--- src/rtl/display_scan_ctrl_pkg.sv ---
`default_nettype none
// +-----------------------------------------------------------------+
// | display_scan_ctrl_pkg : shared types and segment constants      |
// | Revision 1.0                                                    |
// +-----------------------------------------------------------------+
package display_scan_ctrl_pkg;

  typedef enum logic [0:0] {
    ST_BLANK = 1'b0,
    ST_DRIVE = 1'b1
  } scan_state_t;

  localparam int unsigned DEF_REFRESH_DIV = 100000;
  localparam int unsigned DEF_BLANK_CYC   = 2000;

  // Active-low patterns, bit order gfedcba
  localparam logic [6:0] SEG_0     = 7'b1000000;
  localparam logic [6:0] SEG_1     = 7'b1111001;
  localparam logic [6:0] SEG_2     = 7'b0100100;
  localparam logic [6:0] SEG_3     = 7'b0110000;
  localparam logic [6:0] SEG_4     = 7'b0011001;
  localparam logic [6:0] SEG_5     = 7'b0010010;
  localparam logic [6:0] SEG_6     = 7'b0000010;
  localparam logic [6:0] SEG_7     = 7'b1111000;
  localparam logic [6:0] SEG_8     = 7'b0000000;
  localparam logic [6:0] SEG_9     = 7'b0010000;
  localparam logic [6:0] SEG_DASH  = 7'b0111111;
  localparam logic [6:0] SEG_BLANK = 7'b1111111;

endpackage
`default_nettype wire

--- src/rtl/display_scan_ctrl_seg7_decode.sv ---
`default_nettype none
// +-----------------------------------------------------------------+
// | seg7_decode : BCD to active-low 7-segment, non-BCD shows a dash |
// | Revision 1.0                                                    |
// +-----------------------------------------------------------------+
module seg7_decode
  import display_scan_ctrl_pkg::*;
(
  input  logic [3:0] bcd,
  output logic [6:0] seg
);

  always_comb begin
    seg = SEG_DASH;
    case (bcd)
      4'd0:    seg = SEG_0;
      4'd1:    seg = SEG_1;
      4'd2:    seg = SEG_2;
      4'd3:    seg = SEG_3;
      4'd4:    seg = SEG_4;
      4'd5:    seg = SEG_5;
      4'd6:    seg = SEG_6;
      4'd7:    seg = SEG_7;
      4'd8:    seg = SEG_8;
      4'd9:    seg = SEG_9;
      default: seg = SEG_DASH;
    endcase
  end

endmodule
`default_nettype wire

--- src/rtl/display_scan_ctrl.sv ---
`default_nettype none
// +-----------------------------------------------------------------+
// | display_scan_ctrl : 4-digit multiplexed 7-seg scanner with      |
// | frame-synchronous double-buffered value update                  |
// | Revision 1.0                                                    |
// +-----------------------------------------------------------------+
module display_scan_ctrl
  import display_scan_ctrl_pkg::*;
#(
  parameter int unsigned REFRESH_DIV = DEF_REFRESH_DIV,
  parameter int unsigned BLANK_CYC   = DEF_BLANK_CYC
) (
  input  logic        clk,
  input  logic        rst,
  input  logic        load,
  input  logic [15:0] value,
  input  logic        blank_lz,
  output logic [3:0]  an,
  output logic [6:0]  seg,
  output logic        pending,
  output logic        frame_done
);

  localparam int unsigned CNT_W = $clog2(REFRESH_DIV);
  localparam logic [CNT_W-1:0] BLANK_LAST = CNT_W'(BLANK_CYC - 1);
  localparam logic [CNT_W-1:0] SLOT_LAST  = CNT_W'(REFRESH_DIV - 1);

  scan_state_t      state, state_nxt;
  logic [CNT_W-1:0] cnt, cnt_nxt;
  logic [1:0]       idx, idx_nxt;
  logic [15:0]      staged, shadow;
  logic [15:0]      shadow_shift;
  logic [6:0]       dec_seg;
  logic [6:0]       seg_nxt;
  logic [3:0]       an_nxt;
  logic             lead_zero;
  logic             frame_end;

  always_ff @(posedge clk) begin
    if (rst) begin
      state <= ST_BLANK;
      cnt   <= '0;
      idx   <= 2'd0;
    end else begin
      state <= state_nxt;
      cnt   <= cnt_nxt;
      idx   <= idx_nxt;
    end
  end

  always_comb begin
    state_nxt = state;
    cnt_nxt   = cnt + 1'b1;
    idx_nxt   = idx;
    case (state)
      ST_BLANK: begin
        if (cnt == BLANK_LAST) state_nxt = ST_DRIVE;
      end
      ST_DRIVE: begin
        if (cnt == SLOT_LAST) begin
          state_nxt = ST_BLANK;
          cnt_nxt   = '0;
          idx_nxt   = idx + 2'd1;
        end
      end
      default: state_nxt = ST_BLANK;
    endcase
  end

  assign frame_end  = (state == ST_DRIVE) && (cnt == SLOT_LAST) && (idx == 2'd3);
  assign frame_done = frame_end;

  // Digit idx lands in the low nibble; the remaining bits are the digits above it.
  assign shadow_shift = shadow >> {idx, 2'b00};
  assign lead_zero    = blank_lz && (idx != 2'd0) && (shadow_shift == 16'h0000);

  seg7_decode u_dec (
    .bcd (shadow_shift[3:0]),
    .seg (dec_seg)
  );

  always_comb begin
    an_nxt  = 4'b1111;
    seg_nxt = SEG_BLANK;
    if (state == ST_DRIVE) begin
      an_nxt  = ~(4'b0001 << idx);
      seg_nxt = lead_zero ? SEG_BLANK : dec_seg;
    end
  end

  always_ff @(posedge clk) begin
    if (rst) begin
      an  <= 4'b1111;
      seg <= SEG_BLANK;
    end else begin
      an  <= an_nxt;
      seg <= seg_nxt;
    end
  end

  // A load on the boundary edge commits the old staged value and stays pending.
  always_ff @(posedge clk) begin
    if (rst) begin
      staged  <= 16'h0000;
      shadow  <= 16'h0000;
      pending <= 1'b0;
    end else begin
      if (load) staged <= value;
      if (frame_end && pending) shadow <= staged;
      if (load) pending <= 1'b1;
      else if (frame_end) pending <= 1'b0;
    end
  end

endmodule
`default_nettype wire

--- config.mk ---
export PLATFORM = sky130hd
export DESIGN_NAME = display_scan_ctrl
export DESIGN_NICKNAME = d
export VERILOG_FILES = /design/src/rtl/display_scan_ctrl_pkg.sv /design/src/rtl/display_scan_ctrl_seg7_decode.sv /design/src/rtl/display_scan_ctrl.sv
export SDC_FILE = /design/constraint.sdc
export NUM_CORES = 1
export LEC_CHECK = 0
export CAP_MARGIN = 0
export CORE_AREA = 3 3 71 87
export DETAILED_ROUTE_END_ITERATION = 12
export DIE_AREA = 0 0 74 90
export PLACE_DENSITY = 0.77
export SYNTH_ARGS = -nofsm -noshare
export SYNTH_HDL_FRONTEND = slang
export SYNTH_SLANG_ARGS = --single-unit
export TNS_END_PERCENT = 1
--- constraint.sdc ---
create_clock -name clk -period 5.3 [get_ports clk]
set_clock_uncertainty 0.15 [all_clocks]
set_input_delay 0.795 -clock clk [delete_from_list [all_inputs] [get_ports clk]]
set_output_delay 0.795 -clock clk [all_outputs]
set_load 0.05 [all_outputs]
==> Yosys cells after proc, flatten, opt, wreduce, memory -nomap -nowiden <==
Memories as Yosys holds them, arrays and structs flattened. A register that Yosys moved wholly into a read port is not among the register bits.
Cells that the tools add are included.
{ "word_totals": {"register_bits": 57, "rom_bits": 112, "input_bits": 20, "output_inout_bits": 13, "wordCells": 35, "memories": 1} }
{ "mem_list": {"columns": ["memory", "words", "word_bits", "read_ports", "rd_ports_with_merged_regs", "wr", "line", "source"], "rows": [
  ["(name not given)", 16, 7, 1, 1, 0, "display_scan_ctrl_seg7_decode.sv:15", "case (bcd)"]
]} }
{ "classes": {"add_sub_neg": 2, "eq_ne": 3, "n_shift": 2, "muxes": 7, "bitwise_logic": 2, "n_reduce_logical": 11} }
{ "op_table": {"columns": ["operator", "n"], "rows": [
  ["$mux W17", 2],
  ["$add A17 B1 Y17 const B", 1],
  ["$eq A17 B11 Y1 const B", 1],
  ["$eq A17 B17 Y1 const B", 1],
  ["$logic_not A16 Y1", 1],
  ["$shr A16 B4 Y16", 1],
  ["$logic_and A1 B1 Y1", 5],
  ["$mux W1", 4],
  ["$not A4 Y4", 1],
  ["$reduce_bool A2 Y1", 2],
  ["$shl A1 B2 Y4 const A", 1],
  ["$reduce_or A3 Y1", 1],
  ["$add A2 B1 Y2 const B", 1],
  ["$eq A2 B2 Y1 const B", 1],
  ["$pmux W1 S2", 1],
  ["$reduce_and A2 Y1", 1],
  ["$reduce_or A2 Y1", 1],
  ["$not A1 Y1", 1]
]} }

==> Depth between registers and ports, before layout <==
{ "depth": {"depth_word": 5, "mapped_depth": 8, "depth_no_buf": 7} }

==> Hierarchy <==
Synthesis repeated with hierarchy kept, for this count alone.
{ "hier_totals": {"cells_unflattened": 320, "hier_area_um2": 2866.5} }
{ "modules_own_cells": {"columns": ["mod", "instances", "cells_each", "area_per_inst_um2", "seq_area_each_um2"], "rows": [
  ["display_scan_ctrl", 1, 287, 2661.3, 1281.2],
  ["seg7_decode", 1, 33, 205.2, 0.0]
]} }

==> Worst setup path before layout <==
OpenSTA, ideal clock, no wires.
{ "synth_path": {"path_type": "reg-to-output", "start": "register cnt[5]", "end": "output frame_done", "arrival_time_ps": 2103, "t_required_ps": 4355, "slack_ps": 2252, "path_stages_with_launch": 7, "path_buffers": 2, "cell_sequence": "dfxtp_1 > buf_6 > or4b_4 > or4_1 > buf_6 > nor2_1 > and3_1"} }
{ "synth_between": {"elab_chain_cells": 3} }
{ "synth_lines": {"columns": ["item", "line", "source"], "rows": [
  ["from (decl)", "display_scan_ctrl.sv:29", "logic [CNT_W-1:0] cnt, cnt_nxt;"],
  ["from (signal assigned)", "display_scan_ctrl.sv:46", "cnt <= cnt_nxt;"],
  ["$eq A17 B17 Y1", "display_scan_ctrl.sv:70", "assign frame_end = (state == ST_DRIVE) && (cnt == SLOT_LAST) && (idx == 2'd3);"],
  ["$logic_and A1 B1 Y1 (2 in series)", "display_scan_ctrl.sv:70", null],
  ["to (decl)", "display_scan_ctrl.sv:21", "output logic frame_done"]
]} }
Every way passes these cells.

==> Worst setup path after layout <==
Same ends and word-level chain as after synthesis.

==> metrics <==
status finished, final reports clean; # setup viols final 0; Worst EP required 4.36 ns; Synth Flop Type dfxtp_1; FFs w/ async S/R, synth 0%; Sink Count 64; EDFF count, synth 0; wire per inst 13.40 microns; worst-path maximum fanout 19; Least-Margin Pin Slew 1.041 ns; Routed Wire Length 5415 microns; final hold violation count 0; Setup crit end kind output pin; Adder-Cell Fraction of Synth Area 4.407%; Hold Buf Count CTS 0; Clock Latency Late Sink 0.35 ns; period utilisation layout 78.63%; Chip Width 74 microns; maximum VDD drop 202.1 uV; Fmax achieved 239.9 MHz; flop2flop setup slack 2.47 ns; Initial Utilization 53.23%; commonest non-fill, non-tap cell in the layout dfxtp_1; CP arrival 3.22 ns; Hold Slack 0.2915 ns; Worst slew margin 30.42%; Iteration-0 DRC Markers 111; Port Buf Inserts 32; CP Class reg2out; TNS Setup 0 ns; Syn Nets 341; TritonCTS clock tree yes; Placed Area 3158 sq um; Yosys cell types 36; Post-Synth Simple-Gate Area 20.63%; DRC viols 0; Longest Clk Path Bufs 2; Layout fillers 452; setup ws final 1.132 ns; die area 6660 sq um; Syn. warnings 0; antenna violations before repair 0; antenna viol nets, final 0; final instance area 3377 sq um; pwr/cell area 295.7 nW/um^2; Vias/cell 5.668; core area 5334 sq um; Reg area 1281 sq um; DR vias 2290; CTS buffer count 9; syn_area_per_cell 9.129 sq um; largest family of logic cells by synthesized area simple AND/OR/NAND/NOR gates; Post-Synth XOR/XNOR Area 3.085%; largest net degree at the start of global routing 40; leakage power 1.252 nW; Post-CTS Setup Bufs 0; Seq/Total Area, Yosys 45.13%; Inserted Diodes 0; multi-input logic area 1419 sq um; Slew Viols, Final 0; fin util 63.31%; Period minus WS final 4.168 ns; mux cell area share after synthesis 9.960%; GP Congestion 0.7792; compound-gate portion of the synthesized area 11.90%; max-cap violations 0; most frequent cells in the layout dfxtp_1, nor2_1, clkdlybuf4s50_1; die span in y 90 microns; GRT Total Usage 17.81%; CTS Root Cell clkbuf_8; RSZ-0062 raised after global routing false; Final Net Count 367; Hold WC Path Type reg2reg; Tot Pwr 0.9987 mW; cts repair resizes 0; global-route wire length before repair 9459 microns; Area Overhead vs Synth 18.95%; num rows 29; hpwl dp 3869 microns; vias in the first global route 2145; fraction of layout cells with a size suffix above 1 8.480%; CTS H-Tree Depth 3; Placed Cells 388; Seq cells post-synth 64; Mapped Cells 311; CP startpoint kind flop; first-pass detailed-route iteration total 4; Post-Syn Area 2839 sq um; I/O pin cnt 33; Non-Filler Instances 404; grt ovf 0; clock-pin slew on the worst setup and hold paths 0.06 ns; dpl ws 1.482 ns
final cells by class:
class / instances / area share (%)
Multi-Input combinational cell: 216 / 42.02
Tap cell: 62 / 2.297
Clock buffer: 9 / 3.668
Sequential cell: 64 / 37.94
Inverter: 12 / 1.334
Timing Repair Buffer: 34 / 9.930
Clock inverter: 7 / 2.816
cell usage after synthesis, types with 2 or more instances:
library cell	n	area, sq um
a21oi_1	25	125.1
and3_1	5	31.28
and4_1	4	35.03
buf_6	3	33.78
clkbuf_1	16	60.06
dfxtp_1	64	1281
ha_1	10	125.1
inv_1	12	45.04
mux2_2	2	22.52
mux2i_1	17	170.2
mux4_2	4	90.09
nand2_1	14	52.55
nand3_1	25	125.1
nand4_1	8	50.05
nor2_1	37	138.9
nor3_1	3	15.01
nor4_1	4	25.02
o211ai_1	2	15.01
o21ai_0	27	135.1
or3_1	5	31.28
xnor2_1	4	35.03
xor2_1	6	52.55
critical path, stage by stage (launching register included):
cell	delay [ns]
dfxtp_1	0.38
or4b_4	0.56
or4_1	0.73
nor2_1	0.24
and3_1	0.17
clkdlybuf4s50_1	0.80
where the power goes:
group | internal (mW) | switching [mW]
Clock | 0.265 | 0.193
Sequential | 0.490 | 0.00576
Combinational | 0.0242 | 0.0204
Total | 0.780 | 0.219
registers in the layout, indices dropped and copies added, names as in the netlist:
name     cells
shadow      16
an           4
cnt         17
staged      16
pending      1
seg          7
idx          2
state        1
logic make-up after synthesis:
kind of cell / count (synthesis)
AO/OA/AOI/OAI: 60
XOR/XNOR: 10
adder cells (fa/ha/maj): 10
buffers and inverters: 31
flip-flops: 64
multiplexers: 23
AND/OR/NAND/NOR: 113
final timing paths:
kind | from | to | depth (start not counted)
setup / recovery | cnt[5] | frame_done | 5
hold / removal | cnt[0] | cnt[0] | 1
setup reg to reg | cnt[5] | cnt[12] | 4
hold reg to reg | cnt[0] | cnt[0] | 1
routing by layer:
layer	part of all wire [%]	wire (microns)	track usage [%]
met5	0	0	0
met4	2.7	144	9.970
met3	4.4	236	4.353
met2	45	2441	26.11
met1	48	2593	23.50
Power figures use the tool's default switching activity.
